===== config.mk =====
export PLATFORM = sky130hd
export DESIGN_NAME = vga_frame_reader
export DESIGN_NICKNAME = d
export VERILOG_FILES = /design/src/rtl/vga_pkg.sv /design/src/rtl/pix_decode.sv /design/src/rtl/vga_frame_reader.sv
export SDC_FILE = /design/constraint.sdc
export NUM_CORES = 1
export LEC_CHECK = 0
export CORE_AREA = 8 8 94 96
export CTS_CLUSTER_DIAMETER = 80
export DETAILED_ROUTE_END_ITERATION = 10
export DIE_AREA = 0 0 102 104
export DONT_BUFFER_PORTS = 1
export HOLD_SLACK_MARGIN = 0.03
export PLACE_DENSITY = 0.75
export RECOVER_POWER = 100
export SYNTH_ARGS = -nofsm -noshare
export SYNTH_HDL_FRONTEND = slang
export SYNTH_SLANG_ARGS = --single-unit
export TNS_END_PERCENT = 20

===== constraint.sdc =====
create_clock -name clk -period 2.3 [get_ports clk]
set_clock_uncertainty 0.2 [all_clocks]
set_input_delay 0.46 -clock clk [delete_from_list [all_inputs] [get_ports clk]]
set_output_delay 0.46 -clock clk [all_outputs]
set_load 0.1 [all_outputs]

===== src/rtl/vga_pkg.sv =====
// Shared types, widths and the RGB332 expansion helper for the VGA frame reader.
package vga_pkg;

  typedef enum logic [1:0] {
    GRAY8  = 2'd0,
    RGB888 = 2'd1,
    RGB332 = 2'd2
  } pix_fmt_e;

  localparam int unsigned VGA_CNT_W = 10;

  // Widen a 3-3-2 pixel to 8-8-8 by repeating each field's MSBs into the low bits.
  function automatic logic [23:0] expand_rgb332(input logic [7:0] d);
    return {d[7:5], d[7:5], d[7:6],
            d[4:2], d[4:2], d[4:3],
            {4{d[1:0]}}};
  endfunction

endpackage


===== src/rtl/pix_decode.sv =====
// Combinational pixel-format decode from a memory word to {R,G,B}.
module pix_decode
  import vga_pkg::*;
#(
  parameter int unsigned MODE   = 0,
  parameter int unsigned DATA_W = 32
) (
  input  logic [DATA_W-1:0] data,
  output logic [23:0]       rgb_c
);

  // Bits above the pixel field are ignored for every format.
  logic unused_data;
  assign unused_data = ^data;

  // Select the decode for the configured pixel format.
  always_comb begin
    rgb_c = {3{data[7:0]}};
    if (MODE == 32'(RGB888)) begin
      rgb_c = data[23:0];
    end else if (MODE == 32'(RGB332)) begin
      rgb_c = expand_rgb332(data[7:0]);
    end
  end

endmodule


===== src/rtl/vga_frame_reader.sv =====
// Streams a stored image to the VGA colour outputs from the raster counters,
// with placement offset, integer replication and a fixed 2-clock latency.
module vga_frame_reader
  import vga_pkg::*;
#(
  parameter int unsigned IMG_W    = 640,
  parameter int unsigned IMG_H    = 480,
  parameter int unsigned H_OFF    = 0,
  parameter int unsigned V_OFF    = 0,
  parameter int unsigned SCALE    = 1,
  parameter int unsigned ADDR_W   = 19,
  parameter int unsigned DATA_W   = 32,
  parameter int unsigned MODE     = 0,
  parameter logic [23:0] BG_COLOR = 24'h000000
) (
  input  logic                 clk,
  input  logic                 rst_n,
  input  logic [VGA_CNT_W-1:0] H_Count_Value,
  input  logic [VGA_CNT_W-1:0] V_Count_Value,
  input  logic                 en,
  output logic [ADDR_W-1:0]    mem_addr,
  input  logic [DATA_W-1:0]    mem_rdata,
  output logic [7:0]           R,
  output logic [7:0]           G,
  output logic [7:0]           B,
  output logic                 pix_active,
  output logic                 frame_start
);

  localparam int unsigned WIN_W = IMG_W * SCALE;
  localparam int unsigned WIN_H = IMG_H * SCALE;
  localparam int unsigned SUB_W = (SCALE > 1) ? $clog2(SCALE) : 1;
  localparam int unsigned COL_W = $clog2(IMG_W + 1);

  logic [32:0]       h_rel, v_rel;
  logic              win, h_last, restart, first_pix;
  logic [SUB_W-1:0]  x_sub, y_sub, x_eff, y_eff, x_nxt, y_nxt;
  logic [COL_W-1:0]  col, col_eff, col_nxt;
  logic [ADDR_W-1:0] row_base, row_eff, row_nxt, addr_nxt;
  logic              win_d1, win_d2, fs_d1, fs_d2;
  logic              stalled;
  logic [DATA_W-1:0] rdata_hold, dec_data;
  logic [23:0]       rgb_c;

  // Window test on offset-relative counters; the sign bit catches counts before the offset.
  assign h_rel     = 33'(H_Count_Value) - 33'(H_OFF);
  assign v_rel     = 33'(V_Count_Value) - 33'(V_OFF);
  assign win       = !h_rel[32] && (h_rel[31:0] < WIN_W) &&
                     !v_rel[32] && (v_rel[31:0] < WIN_H);
  assign h_last    = win && (h_rel[31:0] == WIN_W - 1);
  assign first_pix = win && (h_rel[31:0] == '0) && (v_rel[31:0] == '0);
  assign restart   = (H_Count_Value == '0) && (V_Count_Value == '0);

  // Incremental address walk; a frame restart zeroes the counters before this cycle's step.
  always_comb begin
    x_eff    = restart ? '0 : x_sub;
    y_eff    = restart ? '0 : y_sub;
    col_eff  = restart ? '0 : col;
    row_eff  = restart ? '0 : row_base;
    x_nxt    = x_eff;
    y_nxt    = y_eff;
    col_nxt  = col_eff;
    row_nxt  = row_eff;
    addr_nxt = mem_addr;
    if (win) begin
      addr_nxt = row_eff + ADDR_W'(col_eff);
      if (h_last) begin
        x_nxt   = '0;
        col_nxt = '0;
        if (y_eff == SUB_W'(SCALE - 1)) begin
          y_nxt   = '0;
          row_nxt = row_eff + ADDR_W'(IMG_W);
        end else begin
          y_nxt = y_eff + SUB_W'(1);
        end
      end else if (x_eff == SUB_W'(SCALE - 1)) begin
        x_nxt   = '0;
        col_nxt = col_eff + COL_W'(1);
      end else begin
        x_nxt = x_eff + SUB_W'(1);
      end
    end
  end

  // Address counters, read address and the two window/frame-start delay stages.
  always_ff @(posedge clk or negedge rst_n) begin
    if (!rst_n) begin
      x_sub    <= '0;
      y_sub    <= '0;
      col      <= '0;
      row_base <= '0;
      mem_addr <= '0;
      win_d1   <= 1'b0;
      win_d2   <= 1'b0;
      fs_d1    <= 1'b0;
      fs_d2    <= 1'b0;
    end else if (en) begin
      x_sub    <= x_nxt;
      y_sub    <= y_nxt;
      col      <= col_nxt;
      row_base <= row_nxt;
      mem_addr <= addr_nxt;
      win_d1   <= win;
      win_d2   <= win_d1;
      fs_d1    <= first_pix;
      fs_d2    <= fs_d1;
    end
  end

  // The memory keeps reading while frozen, so keep the word that belongs to the frozen stage.
  always_ff @(posedge clk or negedge rst_n) begin
    if (!rst_n) begin
      stalled    <= 1'b0;
      rdata_hold <= '0;
    end else if (!en) begin
      stalled <= 1'b1;
      if (!stalled) begin
        rdata_hold <= mem_rdata;
      end
    end else begin
      stalled <= 1'b0;
    end
  end

  assign dec_data = stalled ? rdata_hold : mem_rdata;

  pix_decode #(
    .MODE   (MODE),
    .DATA_W (DATA_W)
  ) u_pix_decode (
    .data  (dec_data),
    .rgb_c (rgb_c)
  );

  // Output register: image colour inside the delayed window, background elsewhere.
  always_ff @(posedge clk or negedge rst_n) begin
    if (!rst_n) begin
      {R, G, B}   <= BG_COLOR;
      pix_active  <= 1'b0;
      frame_start <= 1'b0;
    end else if (en) begin
      if (win_d2) begin
        {R, G, B}  <= rgb_c;
        pix_active <= 1'b1;
      end else begin
        {R, G, B}  <= BG_COLOR;
        pix_active <= 1'b0;
      end
      frame_start <= fs_d2;
    end
  end

endmodule


# Word-level counts from Yosys, hierarchy flattened
# Cells that the tools add are included.
# totals
wordCells	52
inputBits	55
output_inout_bits	45
regBits	73
# classes
magnitude_cmp	2
reduce_logical	10
n_addsub	5
eq_ne	1
muxes	20
# ops
op	n
two-way mux 19 bit	4
logical NOT 32 bit	2
two-way mux 10 bit	4
logical NOT 10 bit	2
adder 19 x 10 -> 19 bit	1
adder 19 x 10 -> 19 bit, second input constant	1
two-way mux 8 bit	2
adder 10 x 1 -> 10 bit, second input constant	1
equality test 10 bit, second input constant	1
< comparator 10 bit, second input constant	1
< comparator 10 x 9 -> 1 bit, second input constant	1
two-way mux 1 bit	10
logical AND 1 bit	5
adder 1 bit, second input constant	2
AND reduction 2 bit	1

# Depth between registers and ports, before layout
# Gate-level depths: netlist (run 1).
# depth
depth_word	7
depth_mapped	16
ltp_nobuf	13

# Cells and area by module
# From an unflattened synthesis (run 1), not the netlist that was laid out.
# unflattened
cells_unflattened	583
hier_area_um2	5928.2
# by_module_without_submodules
module	n_inst	seq_area_each_um2	area_each_um2	cells_per_inst
vga_frame_reader	1	2827.7	5748.0	559
pix_decode	1	0.0	180.2	24

# Least setup slack after synthesis (run 1)
# No wires, ideal clock.
# synth_path
kind	input port to flip-flop
startpoint	input port H_Count_Value[4]
endpoint	register mem_addr[12]
stages	16
setup_time_ps	69
required_ps	2031
arrival_ps	3493
slack_ps	-1463
path_buffers	3
path_cell_list	nor4_1 -> nand2_1 -> or2_2 -> buf_2 -> buf_2 -> clkbuf_1 -> and2_1 -> ha_1 -> ha_1 -> nor2_1 -> nand3_1 -> o21ai_0 -> o21ai_0 -> o21bai_1 -> mux2_2 -> nand2_1
# synth_via
elab_chain_len	4
word_cells_on_any_way	8
cone_classes	1 x add/sub; 1 x order compare; 2 x mux; 4 x reduce/logical
# synth_rtl
item	line	source
start: declaration	vga_frame_reader.sv:18	input logic [VGA_CNT_W-1:0] H_Count_Value,
logical NOT 10 bit	vga_frame_reader.sv:52	assign restart = (H_Count_Value == '0) && (V_Count_Value == '0);
logical AND 1 bit	vga_frame_reader.sv:52	
two-way mux 19 bit	vga_frame_reader.sv:59	row_eff = restart ? '0 : row_base;
via row_eff[0]	vga_frame_reader.sv:39	logic [ADDR_W-1:0] row_base, row_eff, row_nxt, addr_nxt;
adder 19 x 10 -> 19 bit	vga_frame_reader.sv:66	addr_nxt = row_eff + ADDR_W'(col_eff);
end signal: assignment	vga_frame_reader.sv:102	mem_addr <= addr_nxt;
end: declaration	vga_frame_reader.sv:21	output logic [ADDR_W-1:0] mem_addr,
# The timed path passes the listed nets, and every way through them passes these cells.
# A chain may end at the register's enable or synchronous reset.

# Worst setup path in the final report (run 1)
# layout_path
startpoint	input port H_Count_Value[1]
endpoint	register mem_addr[9]
# layout_via
elab_chain_len	4
word_cells_on_any_way	8
cone_classes	1 x add/sub; 1 x order compare; 2 x mux; 4 x reduce/logical
# layout_rtl
item	line
logical NOT 10 bit	vga_frame_reader.sv:52
logical AND 1 bit	vga_frame_reader.sv:52
two-way mux 19 bit / two-way mux 10 bit (equally long branches)	vga_frame_reader.sv:59, vga_frame_reader.sv:58
adder 19 x 10 -> 19 bit	vga_frame_reader.sv:66
# Parallel ways exist; a longest one is shown, timed or not.

==> results of run 1 <==
## power by group
| group | switching [mW] | total (mW) | internal (mW) |
|---|---|---|---|
| Sequential | 0.185 | 1.59 | 1.41 |
| Combinational | 0.950 | 1.38 | 0.429 |
| Clock | 0.494 | 0.994 | 0.500 |
| Total | 1.63 | 3.96 | 2.34 |
## metal layers
metal / GRT usage, % / routed length [microns] / share of wire [%]
met5: 0 / 0 / 0
met4: 10.7 / 297 / 2.4
met3: 4.89 / 979 / 8.0
met2: 37.4 / 6090 / 50
met1: 28.5 / 4840 / 40
## cell families after synthesis
family	count (synthesis)	synth area share, %
multiplexers	25	6.50
flip-flops	73	44.1
adder cells (fa/ha/maj)	12	3.57
AND/OR/NAND/NOR	157	19.0
AO/OA/AOI/OAI	110	16.7
XOR/XNOR	18	3.81
buffers and inverters	44	6.32
## layout make-up
type	count	area [sq um]
Sequential cell	73	1840
Tap cell	102	128
Fill cell	517	1950
Clock inverter	5	56.3
Timing Repair Buffer	104	766
Clock buffer	11	131
Inverter	5	18.8
Multi-Input combinational cell	325	2560
## repair_timing
action	4_1_cts	5_1_grt
resized for setup	52	30
cloned	2	1
endpoints found under the hold margin	76	73
pin swaps	32	17
setup buffers	9	1
endpoints found under the setup margin	20	27
## registers in the layout, summed over array words and instances, names as in the netlist
signal       cells
mem_addr        19
row_base        19
col             10
B                8
rdata_hold       8
frame_start      1
fs_d1            1
fs_d2            1
pix_active       1
stalled          1
win_d1           1
win_d2           1
x_sub            1
y_sub            1
## path summary, 6_finish.rpt
| kind | depth (start not counted) | startpoint | endpoint | slack (ns) |
|---|---|---|---|---|
| worst max-delay path | 12 | H_Count_Value[1] | mem_addr[9] | -0.60 |
| worst min-delay path | 0 | rst_n | B[5] | -0.42 |
| worst max register to register | 12 | col[1] | mem_addr[10] | -0.28 |
| worst min register to register | 1 | B[5] | B[5] | 0.29 |
| max in group asynchronous | 0 | rst_n | mem_addr[11] | 2.20 |
| min in group clk | 1 | mem_rdata[2] | rdata_hold[2] | 0.04 |
## layout by cell type, fill, tap and decap left out, types with 7 or more instances in the layout
cell type	count
sky130_fd_sc_hd__clkbuf_4	8
sky130_fd_sc_hd__nor2_1	20
sky130_fd_sc_hd__a21oi_2	7
sky130_fd_sc_hd__o21ai_0	25
sky130_fd_sc_hd__o21ai_1	13
sky130_fd_sc_hd__and2_1	15
sky130_fd_sc_hd__nand2_1	54
sky130_fd_sc_hd__mux2_2	15
sky130_fd_sc_hd__and2_4	13
sky130_fd_sc_hd__clkbuf_8	9
sky130_fd_sc_hd__nand3_1	16
sky130_fd_sc_hd__xor2_1	8
sky130_fd_sc_hd__dfrtp_1	65
sky130_fd_sc_hd__a21oi_1	13
sky130_fd_sc_hd__o2bb2ai_1	8
sky130_fd_sc_hd__a31oi_1	10
sky130_fd_sc_hd__ha_4	10
sky130_fd_sc_hd__mux2i_1	10
sky130_fd_sc_hd__buf_4	67
sky130_fd_sc_hd__dfrtp_2	8
sky130_fd_sc_hd__clkbuf_2	16
## worst max-delay path, stage by stage
cell                       delay [ns]
sky130_fd_sc_hd__nor4_4          0.27
sky130_fd_sc_hd__nand3_2         0.18
sky130_fd_sc_hd__or2_4           0.33
sky130_fd_sc_hd__and2_4          0.16
sky130_fd_sc_hd__ha_4            0.26
sky130_fd_sc_hd__a211oi_4        0.26
sky130_fd_sc_hd__o21ai_1         0.12
sky130_fd_sc_hd__a32o_2          0.29
sky130_fd_sc_hd__a41oi_2         0.21
sky130_fd_sc_hd__buf_4           0.16
sky130_fd_sc_hd__xor2_2          0.15
sky130_fd_sc_hd__o21ai_1         0.08
==> metrics.txt, run 1 <==
# TYPE chip_impl_metric gauge
chip_impl_info{name="run_status",value="finished, violations left"} 1
chip_impl_info{name="violations",value="negative hold slack, negative setup slack"} 1
chip_impl_info{name="tritoncts",value="yes"} 1
chip_impl_metric{name="dp_hpwl",unit="microns"} 7710
chip_impl_metric{name="yosysUniqueCellTypes",unit=""} 52
chip_impl_metric{name="fraction_of_final_layout_cells_sized_beyond_drive_strength_1",unit="%"} 40.5
chip_impl_metric{name="edff_count_synth",unit=""} 0
chip_impl_metric{name="total_power",unit="mW"} 3.96
chip_impl_metric{name="signed_area_change_from_the_synthesized_netlist_to_the_final_layout",unit="%"} 32.7
chip_impl_metric{name="final_area",unit="sq um"} 5490
chip_impl_metric{name="cts_htree_levels",unit=""} 3
chip_impl_metric{name="final_core_util",unit="%"} 73.8
chip_impl_metric{name="crit_arrival",unit="ns"} 2.93
chip_impl_metric{name="setup_viol_count_final",unit=""} 19
chip_impl_metric{name="total_grt_usage",unit="%"} 23.1
chip_impl_metric{name="max_slew.worst_pin.slew",unit="ns"} 0.921
chip_impl_metric{name="worst_ep_required_time",unit="ns"} 2.33
chip_impl_metric{name="clkSinkCount",unit=""} 73
chip_impl_info{name="ys_top_cells_by_area",value="sky130_fd_sc_hd__dfrtp_1 (44%), sky130_fd_sc_hd__o21ai_0 (5.2%), sky130_fd_sc_hd__nand2_1 (5.0%)"} 1
chip_impl_metric{name="nNetsFinal",unit=""} 584
chip_impl_metric{name="post_dp_cell_area",unit="sq um"} 4990
chip_impl_metric{name="routabilityCongestion",unit=""} 0.902
chip_impl_metric{name="synth-warning-count",unit=""} 0
chip_impl_metric{name="dp_worst_setup_slack",unit="ns"} -1.18
chip_impl_metric{name="static_leakage_power",unit="nW"} 2.38
chip_impl_metric{name="cts_buffers",unit=""} 9
chip_impl_metric{name="cts-hold-fix-buffers",unit=""} 2
chip_impl_metric{name="postSynthAreaPerCell",unit="sq um"} 9.43
chip_impl_metric{name="final_max_slew_viol_count",unit=""} 0
chip_impl_metric{name="synth_fp_nets",unit=""} 505
chip_impl_metric{name="max_freq",unit="MHz"} 344
chip_impl_metric{name="grt_start_max_net_pins",unit=""} 74
chip_impl_info{name="post_synth_top_area_cell",value="sky130_fd_sc_hd__dfrtp_1"} 1
chip_impl_metric{name="synth-async-reset-ratio",unit="%"} 100
chip_impl_metric{name="drt_pre_antenna_iters",unit=""} 5
chip_impl_metric{name="placed_cells",unit=""} 594
chip_impl_metric{name="timing.max_slew.rel_slack",unit="%"} 38.6
chip_impl_metric{name="drv_cap",unit=""} 0
chip_impl_metric{name="num_vias",unit=""} 3806
chip_impl_metric{name="fin_worst_hold_slack",unit="ns"} -0.416
chip_impl_metric{name="grt_overflow",unit=""} 0
chip_impl_metric{name="initial_drc_count",unit=""} 264
chip_impl_info{name="worst-setup-path-type",value="primary input to register"} 1
chip_impl_metric{name="die_h",unit="microns"} 104
chip_impl_metric{name="synth.cell_area",unit="sq um"} 4140
chip_impl_metric{name="timing.final.hold_violations",unit=""} 73
chip_impl_metric{name="antenna_found_initial",unit=""} 0
chip_impl_info{name="synthTopCellsByCount",value="sky130_fd_sc_hd__dfrtp_1 (73), sky130_fd_sc_hd__nand2_1 (55), sky130_fd_sc_hd__o21ai_0 (43), sky130_fd_sc_hd__and2_1 (28), sky130_fd_sc_hd__nor2_1 (23)"} 1
chip_impl_metric{name="final.setup.tns",unit="ns"} -7.78
chip_impl_metric{name="post_drt_via_cell_ratio",unit=""} 6.09
chip_impl_info{name="synthMostInstantiatedCell",value="sky130_fd_sc_hd__dfrtp_1"} 1
chip_impl_metric{name="worst-path-max-fanout",unit=""} 5
chip_impl_metric{name="row_count",unit=""} 32
chip_impl_metric{name="pwrdens",unit="nW/um^2"} 722
chip_impl_metric{name="postLayoutSetupSlackWorst",unit="ns"} -0.603
chip_impl_info{name="min_path_type",value="primary input to async pin"} 1
chip_impl_metric{name="worst_skew_pair.late_latency",unit="ns"} 0.36
chip_impl_metric{name="dr_wl_cell",unit="microns"} 19.5
chip_impl_metric{name="syn-instance-count",unit=""} 439
chip_impl_metric{name="synth.top_cell.area_share",unit="%"} 44.1
chip_impl_metric{name="period_needed",unit="ns"} 2.90
chip_impl_metric{name="die_width",unit="microns"} 102
chip_impl_info{name="cts-root-buf",value="sky130_fd_sc_hd__clkbuf_8"} 1
chip_impl_metric{name="port_buffers",unit=""} 0
chip_impl_metric{name="clockBufferDepth",unit=""} 2
chip_impl_metric{name="postRouteWirelength",unit="microns"} 12200
chip_impl_metric{name="coreArea",unit="sq um"} 7450
chip_impl_info{name="cp-end-kind",value="register"} 1
chip_impl_metric{name="floorplan.initialDensity",unit="%"} 55.6
chip_impl_metric{name="finalNonFillerCells",unit=""} 625
chip_impl_metric{name="post-route-period-util",unit="%"} 126
chip_impl_metric{name="diodes",unit=""} 0
chip_impl_metric{name="dieArea",unit="sq um"} 10600
chip_impl_metric{name="yosys_register_bits",unit=""} 73
chip_impl_metric{name="vdd.ir_drop.worst",unit="V"} 0.000313
chip_impl_info{name="worstSetupStartpointType",value="primary input"} 1
chip_impl_metric{name="drc",unit=""} 0
chip_impl_metric{name="via_count_of_the_first_global_routing_pass",unit=""} 3954
chip_impl_metric{name="wire_length_of_the_first_global_routing_pass",unit="microns"} 19500
chip_impl_metric{name="ys_seq_area_share",unit="%"} 44.1
chip_impl_metric{name="clk_pin_slew_worst_paths",unit="ns"} 0.08
chip_impl_metric{name="io_pins",unit=""} 100
chip_impl_info{name="rsz0062_at_grt",value="yes"} 1
chip_impl_metric{name="drt.antenna.violating_nets",unit=""} 0
chip_impl_info{name="synth_ff_type",value="sky130_fd_sc_hd__dfrtp_1"} 1
(Power assumes the default switching activity.)
==> run 2: changes to the inputs <==
CORE_AREA = 8 8 81 111   (was 8 8 94 96)
DIE_AREA = 0 0 89 119   (was 0 0 102 104)
==> metrics.txt, run 2 (synthesis results as in run 1) <==
# TYPE chip_impl_metric gauge
chip_impl_info{name="mostFrequentLayoutCell",value="sky130_fd_sc_hd__dfrtp_1"} 1
chip_impl_info{name="regToRegEndpoint",value="mem_addr[16]"} 1
chip_impl_info{name="cp-end-kind",value="register"} 1
chip_impl_info{name="crit_family",value="simple AND/OR/NAND/NOR gates"} 1
chip_impl_metric{name="drc",unit=""} 0
chip_impl_info{name="violations",value="negative hold slack, negative setup slack"} 1
chip_impl_metric{name="grt_start_max_net_pins",unit=""} 74
chip_impl_info{name="largestRegisters",value="mem_addr (19), row_base (19), col (10)"} 1
chip_impl_metric{name="clockBufferDepth",unit=""} 2
chip_impl_metric{name="final_max_slew_viol_count",unit=""} 0
chip_impl_metric{name="timing.max_slew.rel_slack",unit="%"} 37.6
chip_impl_metric{name="clk_pin_slew_worst_paths",unit="ns"} 0.08
chip_impl_metric{name="dp_worst_setup_slack",unit="ns"} -1.11
chip_impl_metric{name="setup_viol_count_final",unit=""} 17
chip_impl_metric{name="drt_pre_antenna_iters",unit=""} 5
chip_impl_metric{name="worst-path-max-fanout",unit=""} 5
chip_impl_metric{name="dieArea",unit="sq um"} 10600
chip_impl_metric{name="routabilityCongestion",unit=""} 0.901
chip_impl_metric{name="initial_drc_count",unit=""} 301
chip_impl_metric{name="static_leakage_power",unit="nW"} 2.33
chip_impl_info{name="cts-root-buf",value="sky130_fd_sc_hd__clkbuf_8"} 1
chip_impl_metric{name="post-route-period-util",unit="%"} 131
chip_impl_metric{name="worst_path_largest_cell_delay",unit="ns"} 0.33
chip_impl_metric{name="nNetsFinal",unit=""} 575
chip_impl_metric{name="swShare",unit="%"} 40.7
chip_impl_metric{name="final_area",unit="sq um"} 5430
chip_impl_metric{name="vdd.ir_drop.worst",unit="V"} 0.000600
chip_impl_metric{name="timing.final.hold_violations",unit=""} 73
chip_impl_metric{name="ff2ff_setup_slack",unit="ns"} -0.24
chip_impl_metric{name="fin_worst_hold_slack",unit="ns"} -0.410
chip_impl_metric{name="cts_buffers",unit=""} 9
chip_impl_info{name="crit_slowest_cell",value="sky130_fd_sc_hd__or2_4"} 1
chip_impl_metric{name="critical_path.n_buffers_inverters",unit=""} 1
chip_impl_metric{name="drv_cap",unit=""} 0
chip_impl_metric{name="row_count",unit=""} 37
chip_impl_metric{name="part_of_the_total_power_dissipated_in_combinational_logic",unit="%"} 34.7
chip_impl_metric{name="diodes",unit=""} 0
chip_impl_metric{name="max_slew.worst_pin.slew",unit="ns"} 0.936
chip_impl_metric{name="post_drt_via_cell_ratio",unit=""} 6.00
chip_impl_metric{name="floorplan.initialDensity",unit="%"} 56.6
chip_impl_metric{name="p_sw",unit="mW"} 1.62
chip_impl_metric{name="p_seq_share",unit="%"} 40.2
chip_impl_metric{name="worst_ep_required_time",unit="ns"} 2.34
chip_impl_metric{name="die_width",unit="microns"} 89
chip_impl_metric{name="pwrdens",unit="nW/um^2"} 734
chip_impl_metric{name="signed_area_change_from_the_synthesized_netlist_to_the_final_layout",unit="%"} 31.1
chip_impl_metric{name="die_h",unit="microns"} 119
chip_impl_info{name="worstPathCellList",value="nor4_4 -> nand3_2 -> or2_4 -> and2_4 -> ha_4 -> buf_6 -> or3_1 -> a32o_2 -> a41oi_4 -> o21ai_2 -> xnor2_1 -> o21ai_1"} 1
chip_impl_info{name="min_path_type",value="primary input to async pin"} 1
chip_impl_metric{name="fraction_of_final_layout_cells_sized_beyond_drive_strength_1",unit="%"} 39.7
chip_impl_info{name="rsz0062_at_grt",value="yes"} 1
chip_impl_metric{name="clkSinkCount",unit=""} 73
chip_impl_info{name="run_status",value="finished, violations left"} 1
chip_impl_metric{name="postLayoutSetupSlackWorst",unit="ns"} -0.704
chip_impl_metric{name="p_int",unit="mW"} 2.36
chip_impl_metric{name="coreArea",unit="sq um"} 7310
chip_impl_metric{name="num-fill-cells",unit=""} 498
chip_impl_metric{name="drt.antenna.violating_nets",unit=""} 0
chip_impl_info{name="worstSetupStartpointType",value="primary input"} 1
chip_impl_metric{name="via_count_of_the_first_global_routing_pass",unit=""} 3854
chip_impl_info{name="critical_path.reg2reg.startpoint",value="col[1]"} 1
chip_impl_metric{name="clock_power_share",unit="%"} 25.1
chip_impl_metric{name="post_dp_cell_area",unit="sq um"} 4950
chip_impl_metric{name="cts_htree_levels",unit=""} 3
chip_impl_info{name="worst-setup-path-type",value="primary input to register"} 1
chip_impl_info{name="layout_common_cells",value="sky130_fd_sc_hd__dfrtp_1 (65), sky130_fd_sc_hd__buf_4 (61), sky130_fd_sc_hd__nand2_1 (53), sky130_fd_sc_hd__o21ai_0 (22), sky130_fd_sc_hd__nor2_1 (19)"} 1
chip_impl_info{name="tritoncts",value="yes"} 1
chip_impl_metric{name="final.setup.tns",unit="ns"} -8.52
chip_impl_metric{name="crit_arrival",unit="ns"} 3.05
chip_impl_metric{name="grt_overflow",unit=""} 0
chip_impl_metric{name="port_buffers",unit=""} 0
chip_impl_metric{name="antenna_found_initial",unit=""} 0
chip_impl_metric{name="num_vias",unit=""} 3666
chip_impl_metric{name="dr_wl_cell",unit="microns"} 19.7
chip_impl_metric{name="wire_length_of_the_first_global_routing_pass",unit="microns"} 18400
chip_impl_metric{name="period_needed",unit="ns"} 3.00
chip_impl_metric{name="worst_skew_pair.late_latency",unit="ns"} 0.36
chip_impl_metric{name="max_freq",unit="MHz"} 333
chip_impl_metric{name="cts-hold-fix-buffers",unit=""} 2
chip_impl_metric{name="io_pins",unit=""} 100
chip_impl_metric{name="dp_hpwl",unit="microns"} 7620
chip_impl_metric{name="total_grt_usage",unit="%"} 22.3
chip_impl_metric{name="postRouteWirelength",unit="microns"} 12000
chip_impl_metric{name="reg2reg_depth",unit=""} 11
[run 2: area by class of cell]
| cell class | count | area [sq um] | share of cell area, % |
|---|---|---|---|
| sequential | 73 | 1840 | 33.9 |
| clock inverter | 5 | 55.1 | 1.01 |
| clock buffer | 11 | 141 | 2.61 |
| timing repair buffer | 95 | 694 | 12.8 |
| tap | 97 | 121 | 2.24 |
| multi-input combinational | 325 | 2560 | 47.1 |
| inverter | 5 | 18.8 | 0.346 |
[run 2: power by group through the flow]
| stage | Sequential, mW | Clock (mW) | Combinational [mW] |
|---|---|---|---|
| floorplan | 1.94 | 0 | 0.639 |
| global placement | 1.62 | 0 | 1.27 |
| detailed placement | 1.63 | 0 | 1.29 |
| CTS | 1.60 | 1.02 | 1.36 |
| global route | 1.61 | 1.06 | 1.45 |
| finish | 1.60 | 0.997 | 1.38 |
[run 2: routing by layer]
metal	vias up	GRT usage [%]	share of wire, %
met5	-	0	0
met3	42	6.47	9.2
met4	0	15.5	4.5
met2	169	36.5	52
li1	1697	-	-
met1	1758	23.8	35
[run 2: repair_timing]
action,CTS,global route
cloned,2,1
hold endpoints to repair,77,73
setup buffers,4,1
endpoints found under the setup margin,17,26
pin swaps,18,41
gates resized for setup,42,45
[run 2: through the flow]
step	instances	total power, mW	util [%]
3_3_place_gp	585	2.89	67.6
6_report	611	3.98	74.2
4_1_cts	609	3.98	73.6
5_1_grt	611	4.13	74.2
2_1_floorplan	439	2.58	-
3_5_place_dp	585	2.92	67.6
[run 2: how the worst max path moves through the flow]
stage / startpoint / to / slack, ns / depth (start not counted)
6_report: H_Count_Value[2] / mem_addr[11] / -0.70 / 12
5_1_grt: H_Count_Value[2] / mem_addr[11] / -0.80 / 12
4_1_cts: H_Count_Value[5] / mem_addr[13] / -0.59 / 11
3_5_place_dp: H_Count_Value[5] / mem_addr[12] / -1.11 / 13
3_3_place_gp: V_Count_Value[6] / mem_addr[12] / -1.05 / 13
2_1_floorplan: H_Count_Value[5] / mem_addr[12] / -1.08 / 16
==> run 3: changes to the inputs <==
CORE_AREA = 10 10 79 108   (was 8 8 81 111)
DIE_AREA = 0 0 89 118   (was 0 0 89 119)
PLACE_DENSITY = 0.79   (was 0.75)
clock period = 3.75 ns   (was 2.3 ns; I/O delays follow)
==> metrics.txt, run 3 (synthesis results as in run 1) <==
# TYPE chip_impl_metric gauge
chip_impl_info{name="run_status",value="finished, violations left"} 1
chip_impl_info{name="violations",value="max-capacitance violations, max-slew violations"} 1
chip_impl_metric{name="dr_wl_cell",unit="microns"} 18.9
chip_impl_info{name="mostFrequentLayoutCell",value="sky130_fd_sc_hd__dfrtp_1"} 1
chip_impl_metric{name="p_sw",unit="mW"} 0.954
chip_impl_metric{name="post_dp_cell_area",unit="sq um"} 4320
chip_impl_metric{name="drt.antenna.violating_nets",unit=""} 0
chip_impl_metric{name="signed_area_change_from_the_synthesized_netlist_to_the_final_layout",unit="%"} 8.32
chip_impl_metric{name="period_needed",unit="ns"} 3.50
chip_impl_metric{name="wire_length_of_the_first_global_routing_pass",unit="microns"} 16400
chip_impl_metric{name="die_h",unit="microns"} 118
chip_impl_metric{name="postLayoutSetupSlackWorst",unit="ns"} 0.248
chip_impl_metric{name="max_slew.worst_pin.slew",unit="ns"} 1.78
chip_impl_metric{name="final_area",unit="sq um"} 4480
chip_impl_metric{name="worst_ep_required_time",unit="ns"} 3.85
chip_impl_metric{name="num-fill-cells",unit=""} 500
chip_impl_info{name="largestRegisters",value="mem_addr (19), row_base (19), col (10)"} 1
chip_impl_info{name="worstSetupStartpointType",value="primary input"} 1
chip_impl_metric{name="post-route-period-util",unit="%"} 93.4
chip_impl_info{name="cp-end-kind",value="register"} 1
chip_impl_metric{name="total_power",unit="mW"} 2.34
chip_impl_info{name="worst-setup-path-type",value="primary input to register"} 1
chip_impl_metric{name="coreArea",unit="sq um"} 6530
chip_impl_metric{name="antenna_found_initial",unit=""} 0
chip_impl_metric{name="dieArea",unit="sq um"} 10500
chip_impl_metric{name="final_max_slew_viol_count",unit=""} 83
chip_impl_metric{name="grt_start_max_net_pins",unit=""} 74
chip_impl_metric{name="timing.max_slew.rel_slack",unit="%"} -18.8
chip_impl_metric{name="cts_htree_levels",unit=""} 3
chip_impl_metric{name="io_pins",unit=""} 100
chip_impl_metric{name="crit_arrival",unit="ns"} 3.60
chip_impl_metric{name="drc",unit=""} 0
chip_impl_metric{name="port_buffers",unit=""} 0
chip_impl_metric{name="worst_skew_pair.late_latency",unit="ns"} 0.37
chip_impl_metric{name="grt_overflow",unit=""} 0
chip_impl_metric{name="fraction_of_final_layout_cells_sized_beyond_drive_strength_1",unit="%"} 18.0
chip_impl_metric{name="drv_cap",unit=""} 9
chip_impl_metric{name="clkSinkCount",unit=""} 73
chip_impl_metric{name="die_width",unit="microns"} 89
chip_impl_info{name="min_path_type",value="primary input to register"} 1
chip_impl_metric{name="dp_worst_setup_slack",unit="ns"} -0.0814
chip_impl_metric{name="pwrdens",unit="nW/um^2"} 522
chip_impl_metric{name="ctsResizeCount",unit=""} 0
chip_impl_metric{name="setup_viol_count_final",unit=""} 0
chip_impl_info{name="tritoncts",value="yes"} 1
chip_impl_metric{name="vdd.ir_drop.worst",unit="V"} 0.000447
chip_impl_metric{name="postRouteWirelength",unit="microns"} 9910
chip_impl_metric{name="worst-path-max-fanout",unit=""} 22
chip_impl_metric{name="via_count_of_the_first_global_routing_pass",unit=""} 3509
chip_impl_metric{name="static_leakage_power",unit="nW"} 1.97
chip_impl_metric{name="row_count",unit=""} 35
chip_impl_metric{name="drt_pre_antenna_iters",unit=""} 4
chip_impl_metric{name="p_seq_share",unit="%"} 48.8
chip_impl_metric{name="dp_hpwl",unit="microns"} 7150
chip_impl_metric{name="part_of_the_total_power_dissipated_in_combinational_logic",unit="%"} 21.1
chip_impl_metric{name="diodes",unit=""} 0
chip_impl_metric{name="swShare",unit="%"} 40.8
chip_impl_metric{name="routabilityCongestion",unit=""} 0.843
chip_impl_metric{name="total_grt_usage",unit="%"} 19.5
chip_impl_metric{name="num_vias",unit=""} 3320
chip_impl_info{name="layout_common_cells",value="sky130_fd_sc_hd__dfrtp_1 (65), sky130_fd_sc_hd__nand2_1 (55), sky130_fd_sc_hd__o21ai_0 (41), sky130_fd_sc_hd__nor2_1 (23), sky130_fd_sc_hd__and2_1 (22)"} 1
chip_impl_info{name="cts-root-buf",value="sky130_fd_sc_hd__clkbuf_8"} 1
chip_impl_metric{name="nNetsFinal",unit=""} 511
chip_impl_metric{name="floorplan.initialDensity",unit="%"} 63.4
chip_impl_metric{name="cts_buffers",unit=""} 9
chip_impl_metric{name="post_drt_via_cell_ratio",unit=""} 6.34
chip_impl_metric{name="clk_pin_slew_worst_paths",unit="ns"} 0.08
chip_impl_info{name="rsz0062_at_grt",value="no"} 1
chip_impl_metric{name="clock_power_share",unit="%"} 30.1
chip_impl_metric{name="p_int",unit="mW"} 1.38
chip_impl_metric{name="initial_drc_count",unit=""} 263
chip_impl_metric{name="timing.final.hold_violations",unit=""} 0
chip_impl_metric{name="clockBufferDepth",unit=""} 2
chip_impl_metric{name="max_freq",unit="MHz"} 286
==> run 3: cell types whose count changed in the layout (fill, tap and decap cells not counted), moves of 5 or more <==
cell,previous run,this run
sky130_fd_sc_hd__a21oi_1,15,20
sky130_fd_sc_hd__and2_0,0,6
sky130_fd_sc_hd__and2_1,15,22
sky130_fd_sc_hd__and2_4,13,0
sky130_fd_sc_hd__buf_4,61,19
sky130_fd_sc_hd__clkbuf_2,16,9
sky130_fd_sc_hd__clkbuf_4,8,2
sky130_fd_sc_hd__ha_1,1,10
sky130_fd_sc_hd__ha_4,9,0
sky130_fd_sc_hd__nand3_1,16,21
sky130_fd_sc_hd__o21ai_0,22,41
sky130_fd_sc_hd__o21ai_1,17,2
==> run 3: per-layer routing <==
layer,global-route usage [%],wire [microns],vias to the layer above
met5,0,0,-
met4,10.1,269,0
met3,5.68,868,27
met1,21.4,3780,1606
met2,32.6,4990,127
li1,-,-,1560
==> run 3: critical path: stages <==
cell and delay (ns):
sky130_fd_sc_hd__nor4_1 0.26, sky130_fd_sc_hd__nand3_1 0.17, sky130_fd_sc_hd__or2_4 0.35, sky130_fd_sc_hd__and2_0 0.19
sky130_fd_sc_hd__ha_1 0.22, sky130_fd_sc_hd__ha_1 0.20, sky130_fd_sc_hd__nor2_1 0.20, sky130_fd_sc_hd__nand3_1 0.10
sky130_fd_sc_hd__o21ai_1 0.23, sky130_fd_sc_hd__o21ai_1 0.16, sky130_fd_sc_hd__o21bai_2 0.32, sky130_fd_sc_hd__mux2_2 0.38
sky130_fd_sc_hd__nand2_1 0.06
==> run 3: area by class of cell <==
class | instances | area (sq um) | area share (%)
repair buffers | 34 | 218 | 4.86
flip-flops and latches | 73 | 1840 | 41.0
clock inverters | 6 | 91.3 | 2.04
inverters | 5 | 18.8 | 0.419
multi-input cells | 322 | 2090 | 46.6
well taps | 74 | 92.6 | 2.07
clock buffers | 10 | 138 | 3.07
==> run 3: through the flow <==
step	instances	setup TNS, ns	util, %	hold slack, ns
6_report	524	0	68.7	0.278
4_1_cts	524	0	70.1	0.0825
3_3_place_gp	507	-0.0168	66.2	0.257
5_1_grt	524	0	68.7	0.277
2_1_floorplan	439	0	-	0.242
3_5_place_dp	507	-0.0841	66.2	0.257
==> run 3: final timing paths <==
kind	from	end	slack [ns]	depth (start not counted)
worst max-delay path	H_Count_Value[5]	mem_addr[12]	0.25	13
worst min-delay path	en	y_sub	0.28	1
worst max register to register	col[1]	mem_addr[12]	0.99	10
worst min register to register	row_base[3]	row_base[3]	0.29	1
max in group asynchronous	rst_n	B[7]	1.52	1
min in group asynchronous	rst_n	rdata_hold[4]	0.66	1
==> run 3: timing repair <==
item,in CTS,in global routing
setup buffers,0,0
hold buffers,1,0
hold endpoints to repair,73,0
==> run 3: power by group through the flow <==
stage	Sequential [mW]	Combinational [mW]	Clock (mW)
after detailed placement	1.16	0.483	0
after floorplan	1.19	0.376	0
after global routing	1.15	0.533	0.744
after CTS	1.14	0.503	0.708
final	1.14	0.493	0.703
after global placement	1.15	0.469	0
